==> config.mk <==
export PLATFORM = sky130hd
export DESIGN_NAME = mon8c2_report_collector
export DESIGN_NICKNAME = d
export VERILOG_FILES = /design/src/rtl/mon8c2_report_collector.sv
export SDC_FILE = /design/constraint.sdc
export NUM_CORES = 1
export LEC_CHECK = 0
export ABC_CLOCK_PERIOD_IN_PS = 3100
export CELL_PAD_IN_SITES_DETAIL_PLACEMENT = 1
export CELL_PAD_IN_SITES_GLOBAL_PLACEMENT = 1
export CORE_UTILIZATION = 40
export DETAILED_ROUTE_END_ITERATION = 8
export PLACE_DENSITY_LB_ADDON = 0.15
export SLEW_MARGIN = 20
export SYNTH_ARGS = -nofsm -noshare
export SYNTH_HDL_FRONTEND = slang
export SYNTH_SLANG_ARGS = --single-unit
==> constraint.sdc <==
create_clock -name clk -period 3.1 [get_ports clk]
set_clock_uncertainty 0.05 [all_clocks]
set_input_delay 0.775 -clock clk [delete_from_list [all_inputs] [get_ports clk]]
set_output_delay 0.775 -clock clk [all_outputs]
set_load 0.01 [all_outputs]
==> src/rtl/mon8c2_report_collector.sv <==
// Collects 40-bit automata report snapshots into a stamped FIFO and serializes them as events.
// Optional sticky report summary output is enabled by defining MON8C2_SUMMARY_EN.
module mon8c2_report_collector #(
  parameter int unsigned FIFO_DEPTH = 4,
  parameter int unsigned CNT_W      = 32
) (
  input  logic             clk,
  input  logic             reset,
  input  logic             run,
  input  logic [39:0]      report_vec,
  output logic             ev_valid,
  input  logic             ev_ready,
  output logic [CNT_W-1:0] ev_cycle,
  output logic [3:0]       ev_ltl,
  output logic [1:0]       ev_rep,
  output logic             overflow,
  output logic [7:0]       drop_cnt,
`ifdef MON8C2_SUMMARY_EN
  output logic [39:0]      summary,
`endif
  output logic             busy
);

  localparam int unsigned AW = $clog2(FIFO_DEPTH);
  localparam int unsigned EW = CNT_W + 40;
  localparam logic [AW:0] CntFull = FIFO_DEPTH[AW:0];

  typedef enum logic [1:0] {StIdle, StLoad, StEmit} state_e;

  state_e            state_q, state_d;
  logic [CNT_W-1:0]  cnt_q, cnt_d;
  logic [EW-1:0]     mem_q [FIFO_DEPTH];
  logic [EW-1:0]     mem_d [FIFO_DEPTH];
  logic [AW-1:0]     wptr_q, wptr_d, rptr_q, rptr_d;
  logic [AW:0]       count_q, count_d;
  logic [39:0]       work_q, work_d;
  logic [CNT_W-1:0]  cyc_q, cyc_d;
  logic              overflow_q, overflow_d;
  logic [7:0]        drop_q, drop_d;
  logic              push_req, push, drop, pop, full;
  logic [5:0]        low_idx;
  logic [39:0]       low_onehot;

  // Lowest set bit of the working vector selects the presented event.
  always_comb begin
    low_idx = '0;
    for (int i = 39; i >= 0; i--) begin
      if (work_q[i]) low_idx = 6'(i);
    end
    low_onehot = 40'd1 << low_idx;
  end

  always_comb begin
    state_d  = state_q;
    work_d   = work_q;
    cyc_d    = cyc_q;
    pop      = 1'b0;
    ev_valid = 1'b0;
    case (state_q)
      StIdle: begin
        if (count_q != '0) state_d = StLoad;
      end
      StLoad: begin
        {cyc_d, work_d} = mem_q[rptr_q];
        pop             = 1'b1;
        state_d         = StEmit;
      end
      StEmit: begin
        ev_valid = 1'b1;
        if (ev_ready) begin
          work_d = work_q & ~low_onehot;
          if (work_d == '0) state_d = (count_q != '0) ? StLoad : StIdle;
        end
      end
      default: state_d = StIdle;
    endcase
  end

  // Fullness uses the pre-pop count, so a same-cycle pop never rescues a push.
  always_comb begin
    full       = (count_q == CntFull);
    push_req   = run && (report_vec != '0);
    push       = push_req && !full;
    drop       = push_req && full;
    cnt_d      = run ? cnt_q + 1'b1 : cnt_q;
    mem_d      = mem_q;
    wptr_d     = wptr_q;
    rptr_d     = rptr_q;
    count_d    = count_q;
    overflow_d = overflow_q | drop;
    drop_d     = (drop && drop_q != 8'hFF) ? drop_q + 1'b1 : drop_q;
    if (push) begin
      mem_d[wptr_q] = {cnt_q, report_vec};
      wptr_d        = wptr_q + 1'b1;
    end
    if (pop) rptr_d = rptr_q + 1'b1;
    case ({push, pop})
      2'b10:   count_d = count_q + 1'b1;
      2'b01:   count_d = count_q - 1'b1;
      default: count_d = count_q;
    endcase
  end

  always_ff @(posedge clk) begin
    if (reset) begin
      state_q    <= StIdle;
      cnt_q      <= '0;
      mem_q      <= '{default: '0};
      wptr_q     <= '0;
      rptr_q     <= '0;
      count_q    <= '0;
      work_q     <= '0;
      cyc_q      <= '0;
      overflow_q <= 1'b0;
      drop_q     <= '0;
    end else begin
      state_q    <= state_d;
      cnt_q      <= cnt_d;
      mem_q      <= mem_d;
      wptr_q     <= wptr_d;
      rptr_q     <= rptr_d;
      count_q    <= count_d;
      work_q     <= work_d;
      cyc_q      <= cyc_d;
      overflow_q <= overflow_d;
      drop_q     <= drop_d;
    end
  end

`ifdef MON8C2_SUMMARY_EN
  logic [39:0] summary_q, summary_d;

  always_comb begin
    summary_d = run ? (summary_q | report_vec) : summary_q;
  end

  always_ff @(posedge clk) begin
    if (reset) summary_q <= '0;
    else       summary_q <= summary_d;
  end

  assign summary = summary_q;
`endif

  assign ev_cycle = cyc_q;
  assign ev_ltl   = low_idx[5:2];
  assign ev_rep   = low_idx[1:0];
  assign overflow = overflow_q;
  assign drop_cnt = drop_q;
  assign busy     = (count_q != '0) || (state_q != StIdle);

endmodule

Word-level counts from Yosys, hierarchy flattened. Cells that the tools add are included. W data, S select, Z words.

RAM bits: 0. Memories: 0. Logic and storage cells: 109. Flip-flop bits (word level): 410. Bits in latches: 0. Bits in read-only memories: 0.

$mul: 0. Order comparisons: 3. Div/mod/pow operators: 0. Reduce and logical (&&, ||, !) cells: 16. Shifts and indexed selects: 1. Bitwise operators: 5. Multiplexer cells: 56. $add $sub $neg: 6. Equal/unequal tests: 9.

Operators by type and width (number): $bwmux W288 (1); $mux W6 (40); $mux W72 (3); $bmux W72 S2 (1); $demux W72 S2 (1); $pmux W40 S2 (1); $and A40 B40 Y40 (1); $logic_not A40 Y1 (1); $mux W40 (1); $not A40 Y40 (1); $reduce_bool A40 Y1 (1); $shl A1 B6 Y40 const A (1); $add A32 B1 Y32 const B (1); $add A8 B1 Y8 const B (1); $ne A8 B8 Y1 const B (1); $ge A3 B3 Y1 const B (2); $mux W2 (3); $ne A2 B2 Y1 const B (3); $not A2 Y3 (2); $pmux W2 S3 (1); $pmux W3 S2 (1); $reduce_bool A2 Y1 (3); $logic_and A1 B1 Y1 (5); $add A2 B1 Y2 const B (2); 14 further kinds (18).

Logic depth before layout (Yosys ltp). Gate-level depths: netlist (run 1).

Word-level depth: 47. Depth in mapped cells: 13. Gate-level depth less buffers: 11.

Least setup slack after synthesis (run 1). Ideal clock, no wire load.

Path kind: flip-flop to flip-flop. Start: reg work_q[9]. End: reg state_q[0]. Buffers on the path: 2. Data arrival time: 3.255 ns. Cell stages (with the launch flop): 14. Data required time: 2.947 ns. Setup slack: -0.308 ns. Setup time: 0.103 ns. Cells stage by stage: dfxtp_1 > buf_6 > or4_4 > or3_4 > a2111oi_4 > a22oi_4 > clkinv_4 > buf_8 > nand3_4 > or3_1 > o2bb2ai_1 > nor4_1 > nand4_1 > a2111oi_2.

Word-level cells in the longest chain between the ends: 16.

RTL lines: from (decl) (line 36) `logic [39:0] work_q, work_d;`; from (signal assigned) (line 123) `work_q <= work_d;`; $mux W6 (10 in a row) (line 48) `if (work_q[i]) low_idx = 6'(i);`; via ev_rep[1] (line 15) `output logic [1:0] ev_rep,`; $shl A1 B6 Y40 (line 50) `low_onehot = 40'd1 << low_idx;`; $not A40 Y40 (line 71) `work_d = work_q & ~low_onehot;`; $and A40 B40 Y40 (line 71); $logic_not A40 Y1 (line 72) `if (work_d == '0) state_d = (count_q != '0) ? StLoad : StIdle;`; $ne A2 B2 Y1 (no source line); $reduce_and A3 Y1 (no source line); to (signal assigned) (line 106) `state_q <= StIdle;`; to (signal assigned) (line 117) `state_q <= state_d;`; to (decl) (line 30) `state_e state_q, state_d;`.

The timed path passes the listed nets, and every way through them passes these cells. A chain may end at the register's enable or synchronous reset.

Worst setup path in the final report (run 1).
Start: reg work_q[8]. End: reg state_q[0].

Word-level cells in the longest chain between the ends: 15.

RTL lines (line): $mux W6 (9 in a row) (48); $shl A1 B6 Y40 (50); $not A40 Y40 (71); $and A40 B40 Y40 * (71); $logic_not A40 Y1 * (72); $ne A2 B2 Y1 (no source line) *; $reduce_and A3 Y1 (no source line) *.

Every way passes the cells marked *; elsewhere a longest branch is shown, timed or not.

==> results of run 1 <==
-- where the power goes --
part	switching [W]	leakage [nW]	total, W	internal (W)
clock	0.00221	0.686	0.00520	0.00300
combinational	0.00428	4.39	0.00778	0.00349
sequential	0.000261	3.32	0.00579	0.00553
total	0.00675	8.39	0.0188	0.0120
-- metal layers --
layer	GRT usage	share of wire	up-vias
met1	0.340	0.43	8548
li1	-	-	8088
met3	0.0356	0.033	98
met4	0.0888	0.024	0
met5	0	0	-
met2	0.492	0.51	268
-- synthesized netlist by cell type, types with 10 or more instances --
cell,n,share of area
xor2_1,28,0.014
buf_1,14,0.0029
clkbuf_1,145,0.030
o21ai_0,58,0.016
mux4_2,72,0.090
dfxtp_1,410,0.46
nand4_1,21,0.0073
nor4_1,21,0.0073
a21oi_1,396,0.11
and3_1,11,0.0038
nor2_1,103,0.021
or3_1,13,0.0045
nand3_1,14,0.0039
inv_1,20,0.0042
nand2_1,712,0.15
nor3_1,10,0.0028
-- how the worst max path moves through the flow --
stage	from	to	slack, ns	depth (start not counted)
detailed placement	report_vec[33]	count_q[2]	-0.91	14
CTS	work_q[8]	state_q[0]	-0.52	11
global placement	report_vec[21]	count_q[2]	-0.79	14
floorplan	work_q[8]	state_q[0]	0.009	12
finish	work_q[8]	state_q[0]	-0.48	11
global route	work_q[8]	state_q[0]	-0.63	12
-- critical path: cells and delay by family (launching register included) --
family | cells | cell delay (ns)
compound gates | 5 | 1.38
buf+inv | 1 | 0.17
simple gates | 5 | 1.55
flops | 1 | 0.33
-- logic make-up (layout without fill, tap and decap cells) --
kind of cell | after synthesis | count (layout)
XOR/XNOR | 34 | 34
flip-flops | 410 | 410
adder cells (fa/ha/maj) | 8 | 8
AND/OR/NAND/NOR | 946 | 946
buffers and inverters | 192 | 480
AO/OA/AOI/OAI | 545 | 545
multiplexers | 75 | 75
-- flip-flops by register name (all words and copies together), names as in the netlist --
name      cells
state_q       2
mem_q       288
ev_cycle     32
overflow      1
count_q       3
drop_cnt      8
wptr_q        2
work_q       40
cnt_q        32
rptr_q        2
-- per-stage QoR --
| step | std cells | TNS [ns] | instance area [um2] | total power [W] | setup slack [ns] |
|---|---|---|---|---|---|
| finish | 3090 | -1.66 | 23400 | 0.0188 | -0.476 |
| global placement | 2992 | -117.20 | 21400 | 0.0128 | -0.791 |
| floorplan | 2210 | 0 | 18100 | 0.00906 | 0.00903 |
| global route | 3090 | -2.21 | 23400 | 0.0196 | -0.627 |
| CTS | 3081 | -2.15 | 23100 | 0.0186 | -0.522 |
| detailed placement | 2992 | -146.92 | 21400 | 0.0128 | -0.908 |
-- repair_timing --
action / CTS / global route
pin swaps: 15 / 29
setup buffers: 12 / 12
gates resized for setup: 84 / 65
setup endpoints to repair: 10 / 16
-- area by class of cell --
cell class / count / share of cell area
repair buffers: 379 / 0.150
multi-input cells: 1608 / 0.403
flip-flops and latches: 410 / 0.351
inverters: 24 / 0.00427
clock inverters: 11 / 0.00630
well taps: 592 / 0.0316
clock buffers: 66 / 0.0540
==> metrics.txt, run 1 <==
post-route setup slack=-0.476 ns; Worst Min Path Start=ev_cycle[25]; drt drc=0; footprint of the multi-input gates=roughly 9400 um2; row cnt=77; outcome=complete, but fails checks; Leakage=8.39 nW; area grow syn2layout=29.9%; Port Buffers=92; final WL=63200 um; RSZ-0062 raised after global routing=yes; H-tree depth=2; die span in x=between 200 and 250 um; Post-Syn Nets=2262; FF-to-FF Start=work_q[8]; post-route clock period utilization=1.15; hold path cells=2; worst r2r path cells=11; worst slew pin tran=0.810 ns; most frequent cells in the layout=706 x nand2_1, 401 x dfxtp_1, 392 x a21oi_1, 246 x buf_4, 97 x nor2_1; Post-Route Utilization=0.529; hold-fix buffers at CTS=0; worst vdd ir=between 0.4 and 0.5 mV; DRT iter0 DRCs=993; Clock Latency Late Sink=0.59 ns; CTS root buf=clkbuf_16; Synth async-reset ratio=0; Post-Syn Area=18000 um2; fmax=~0.28 GHz; post-synthesis compound-gate area fraction=0.171; Seq/Total Area, Yosys=0.455; #FFs+latches synth=410; IO Count=93; Final Setup Violations=6; Post-Synth Simple-Gate Area=0.217; first-pass GRT wire length=101000 um; clock net sink count=410; MaxCap Viol Count=0; post-DP HPWL=42900 um; mux share of post-synthesis cell area=0.0916; number of distinct library cells after synthesis=80; FF-to-FF End=state_q[0]; Mapped Cells=2210; CTS tree=built; vias in the first global route=18.3k; Vias/cell=between 5 and 6; worst path required time=~3.5 ns; crit-path max cell delay=0.54 ns; leading register cell type out of synthesis=dfxtp_1; Synth Warn #=0; core box area=44300 um2; final weighted congestion in routability-driven placement=between 0.9 and 1; slowest CP cell=or4_4; Initial Utilization=0.407; Hold Fails Final Rpt=0; Startpoint Class=flop; Syn Area/Cell=between 8 and 9 um2; largest net degree at the start of global routing=approximately 80; Die Area=45900 um2; Nets=between 2k and 3k; first-pass iteration count of the detailed router=5; cell chain of the critical path=or4_4, or3_4, a2111oi_4, a22oi_4, buf_6, a221o_2, a221oi_2, nand4b_1, nor4_1, nand4_1, a2111oi_2; Fin Hold WS=0.403 ns; Worst setup EP type=flop; Min-Delay Path Class=flop to flop; post-route minimum period=3.58 ns; Hold EP=ev_cycle[25]; Final ANT Viol Nets=0; DR WL/cell=20.5 um; CTS buffer count=45; initial antenna violation count=0; worst-path maximum fanout=6; GRT Resource Usage Total=0.275; critical path class=flop to flop; Pwr Density=~800 nW/um2; routed via count=17.0k; FF+latch area=8220 um2; Ant. Diodes=0; Reg clk slew, reported paths=0.06 ns; Post-Synth Adder-Cell Area=0.00597; Layout fillers=5219; Slew headroom=0.453; Worst Path Arrival=4.00 ns; Slew Viols, Final=0; die height=214 um; grt ovf=0; EDFF count, synth=0; failing checks=negative setup slack; fraction of layout cells with a size suffix above 1=0.211; reg2reg setup slack=-0.48 ns; commonest non-fill, non-tap cell in the layout=nand2_1; Longest Clk Path Bufs=3; XOR/XNOR Fraction of Synth Area=0.0165; largest family of logic cells by synthesized area=simple AND/OR/NAND/NOR gates
(Power assumes the default switching activity.)
==> run 2, diff against run 1 <==
TNS_END_PERCENT = 1   (was not set)
==> run 2 against run 1 <==
Compared with the run above: the flow still finishes with violations (negative setup slack); count of clock-buffer cells in the layout did not move; largest power group unchanged; highest routed layer unchanged; register-to-register slack about the same; sequential cell count unchanged.
==> metrics.txt, run 2 (synthesis gave the netlist of run 1 again) <==
Vias/cell=5.51 (+0.16%); post-DP HPWL=42900 um (unchanged); Worst setup EP type=flop; worst path required time=3.52 ns (about the same); largest net degree at the start of global routing=82 (unchanged); outcome=complete, but fails checks; post-route setup slack=-0.476 ns (-0.000369 ns); H-tree depth=2 (unchanged); CTS buffer count=45 (unchanged); core box area=44300 um2 (unchanged); die span in x=214 um (unchanged); reg2reg setup slack=-0.48 ns (about the same); Slew Viols, Final=0 (unchanged); DR WL/cell=20.4 um (-0.26%); Post-Route Utilization=0.520 (-0.00872); DRT iter0 DRCs=961 (-3.2%); hold path cells=2 (unchanged); Pwr Density=793 nW/um2 (-1.0%); worst slew pin tran=0.732 ns (-0.0781 ns); clock net sink count=410 (unchanged); worst vdd ir=0.456 mV (+1.6%); MaxCap Viol Count=0 (unchanged); Top reg by flops=mem_q; fmax=0.280 GHz (about the same); Final ANT Viol Nets=0 (unchanged); slowest CP cell=or4_4; met3 Use GR=0.0372 (+0.00156); first-pass GRT wire length=100000 um (-0.44%); Final Setup Violations=9 (+3); final WL=62700 um (-0.87%); Largest register FFs=288 (unchanged); worst r2r path cells=12 (+1); initial antenna violation count=0 (unchanged); Nets=2501 (-0.75%); met1 Use GR=0.339 (-0.000572); CTS tree=built; Ant. Diodes=0 (unchanged); WP buf/inv=2 (+1); GR Util met2=0.489 (-0.00379); IO Count=93 (unchanged); most frequent cells in the layout=706 x nand2_1, 405 x dfxtp_1, 393 x a21oi_1, 236 x buf_4, 100 x nor2_1; critical path class=flop to flop; Hold Fails Final Rpt=0 (unchanged); die height=214 um (unchanged); busiest grt layer=met2; drt drc=0 (unchanged); CTS root buf=clkbuf_16; dpl ws=-0.908 ns (unchanged); crit-path max cell delay=0.59 ns (+0.05 ns); delay-heaviest family, CP=compound AO/OA/AOI/OAI gates; routed via count=16.9k (-0.45%); fraction of layout cells with a size suffix above 1=0.197 (-0.0145); first-pass iteration count of the detailed router=5 (unchanged); CP startpoint=work_q[20]; Hold EP=mem_q[52]; Largest regs=mem_q x288, work_q x40; RSZ-0062 raised after global routing=yes; FF-to-FF Start=work_q[20]; Clock Latency Late Sink=0.59 ns (about the same); cell chain of the critical path=or4_4, a211oi_1, o211ai_1, nand2_2, inv_2, buf_8, a211o_1, o21ai_0, o2111ai_2, a2111oi_4, nand4_1, a2111oi_2; Port Buffers=92 (unchanged); post-route minimum period=3.58 ns (+0.000369 ns); Leakage=8.11 nW (-3.4%); hold-fix buffers at CTS=0 (unchanged); failing checks=negative setup slack; area grow syn2layout=27.7%; FF-to-FF End=state_q[0]; worst-path maximum fanout=8 (+2); Longest Clk Path Bufs=3 (unchanged); Worst Path Arrival=4.00 ns (about the same); Die Area=45900 um2 (unchanged); GRT Resource Usage Total=0.274 (-0.00112); vias in the first global route=18.2k (-0.65%); row cnt=77 (unchanged); grt ovf=0 (unchanged); Initial Utilization=0.407 (unchanged); Slew headroom=0.506 (+0.0527); Min-Delay Path Class=flop to flop; Fin Hold WS=0.403 ns (-0.000279 ns); Reg clk slew, reported paths=0.06 ns (about the same); final weighted congestion in routability-driven placement=0.934 (unchanged); commonest non-fill, non-tap cell in the layout=nand2_1; Worst Min Path Start=mem_q[52]; Startpoint Class=flop; post-route clock period utilization=1.15 (about the same)
## run 2: cell count changes in the layout (fill, tap and decap cells not counted), moves of 4 or more
cell / previous run / this run
dfxtp_1: 401 / 405
dfxtp_2: 7 / 3
nor4_4: 7 / 1
buf_6: 17 / 5
dlymetal6s2s_1: 17 / 1
clkdlybuf4s50_1: 65 / 84
buf_4: 246 / 236
## run 2: layout make-up
type                            count  area (um2)
Tap cell                          592         741
Timing Repair Buffer              360        3290
Fill cell                        5247       21300
Multi-Input combinational cell   1608        9280
Clock buffer                       66        1260
Inverter                           24        95.1
Sequential cell                   410        8220
Clock inverter                     11         148
## run 2: layer usage
| metal | up-vias | part of all wire |
|---|---|---|
| met5 | - | 0 |
| li1 | 8042 | - |
| met2 | 257 | 0.51 |
| met3 | 107 | 0.035 |
| met4 | 0 | 0.026 |
| met1 | 8519 | 0.43 |
## run 2: what timing repair did
| action | 4_1_cts | 5_1_grt |
|---|---|---|
| pin swaps | 7 | 4 |
| hold endpoints to repair | 0 | 0 |
| buffers inserted | 1 | 1 |
| setup endpoints to repair | 10 | 17 |
| resized for setup | 49 | 20 |
## run 2: per-stage QoR
step / TNS (ns) / instances / total power [W] / instance area [um2]
2_1_floorplan: 0 / 2210 / 0.00906 / 18100
3_3_place_gp: -117.20 / 2992 / 0.0128 / 21400
3_5_place_dp: -146.92 / 2992 / 0.0128 / 21400
4_1_cts: -2.86 / 3070 / 0.0182 / 22900
5_1_grt: -3.12 / 3071 / 0.0191 / 23000
6_report: -2.29 / 3071 / 0.0183 / 23000
## run 2: report_power, final
group          leakage (nW)  switching [W]  internal [W]
registers              3.32       0.000259       0.00552
logic                  4.10        0.00411       0.00316
clock network         0.686        0.00221       0.00300
total                  8.11        0.00659        0.0117
## run 2: worst max-delay path by stage
stage	end	slack [ns]	cells after the start
after global routing	state_q[0]	-0.63	11
after global placement	count_q[2]	-0.79	14
final	state_q[0]	-0.48	12
after CTS	state_q[0]	-0.53	11
after floorplan	state_q[0]	0.009	12
after detailed placement	count_q[2]	-0.91	14
## run 2: worst reg2reg max path: stages, from the launching register on
cell and delay, ns:
dfxtp_1 0.31, or4_4 0.59, a211oi_1 0.34, o211ai_1 0.21, nand2_2 0.11, inv_2 0.05, buf_8 0.14, a211o_1 0.23
o21ai_0 0.36, o2111ai_2 0.22, a2111oi_4 0.25, nand4_1 0.23, a2111oi_2 0.40
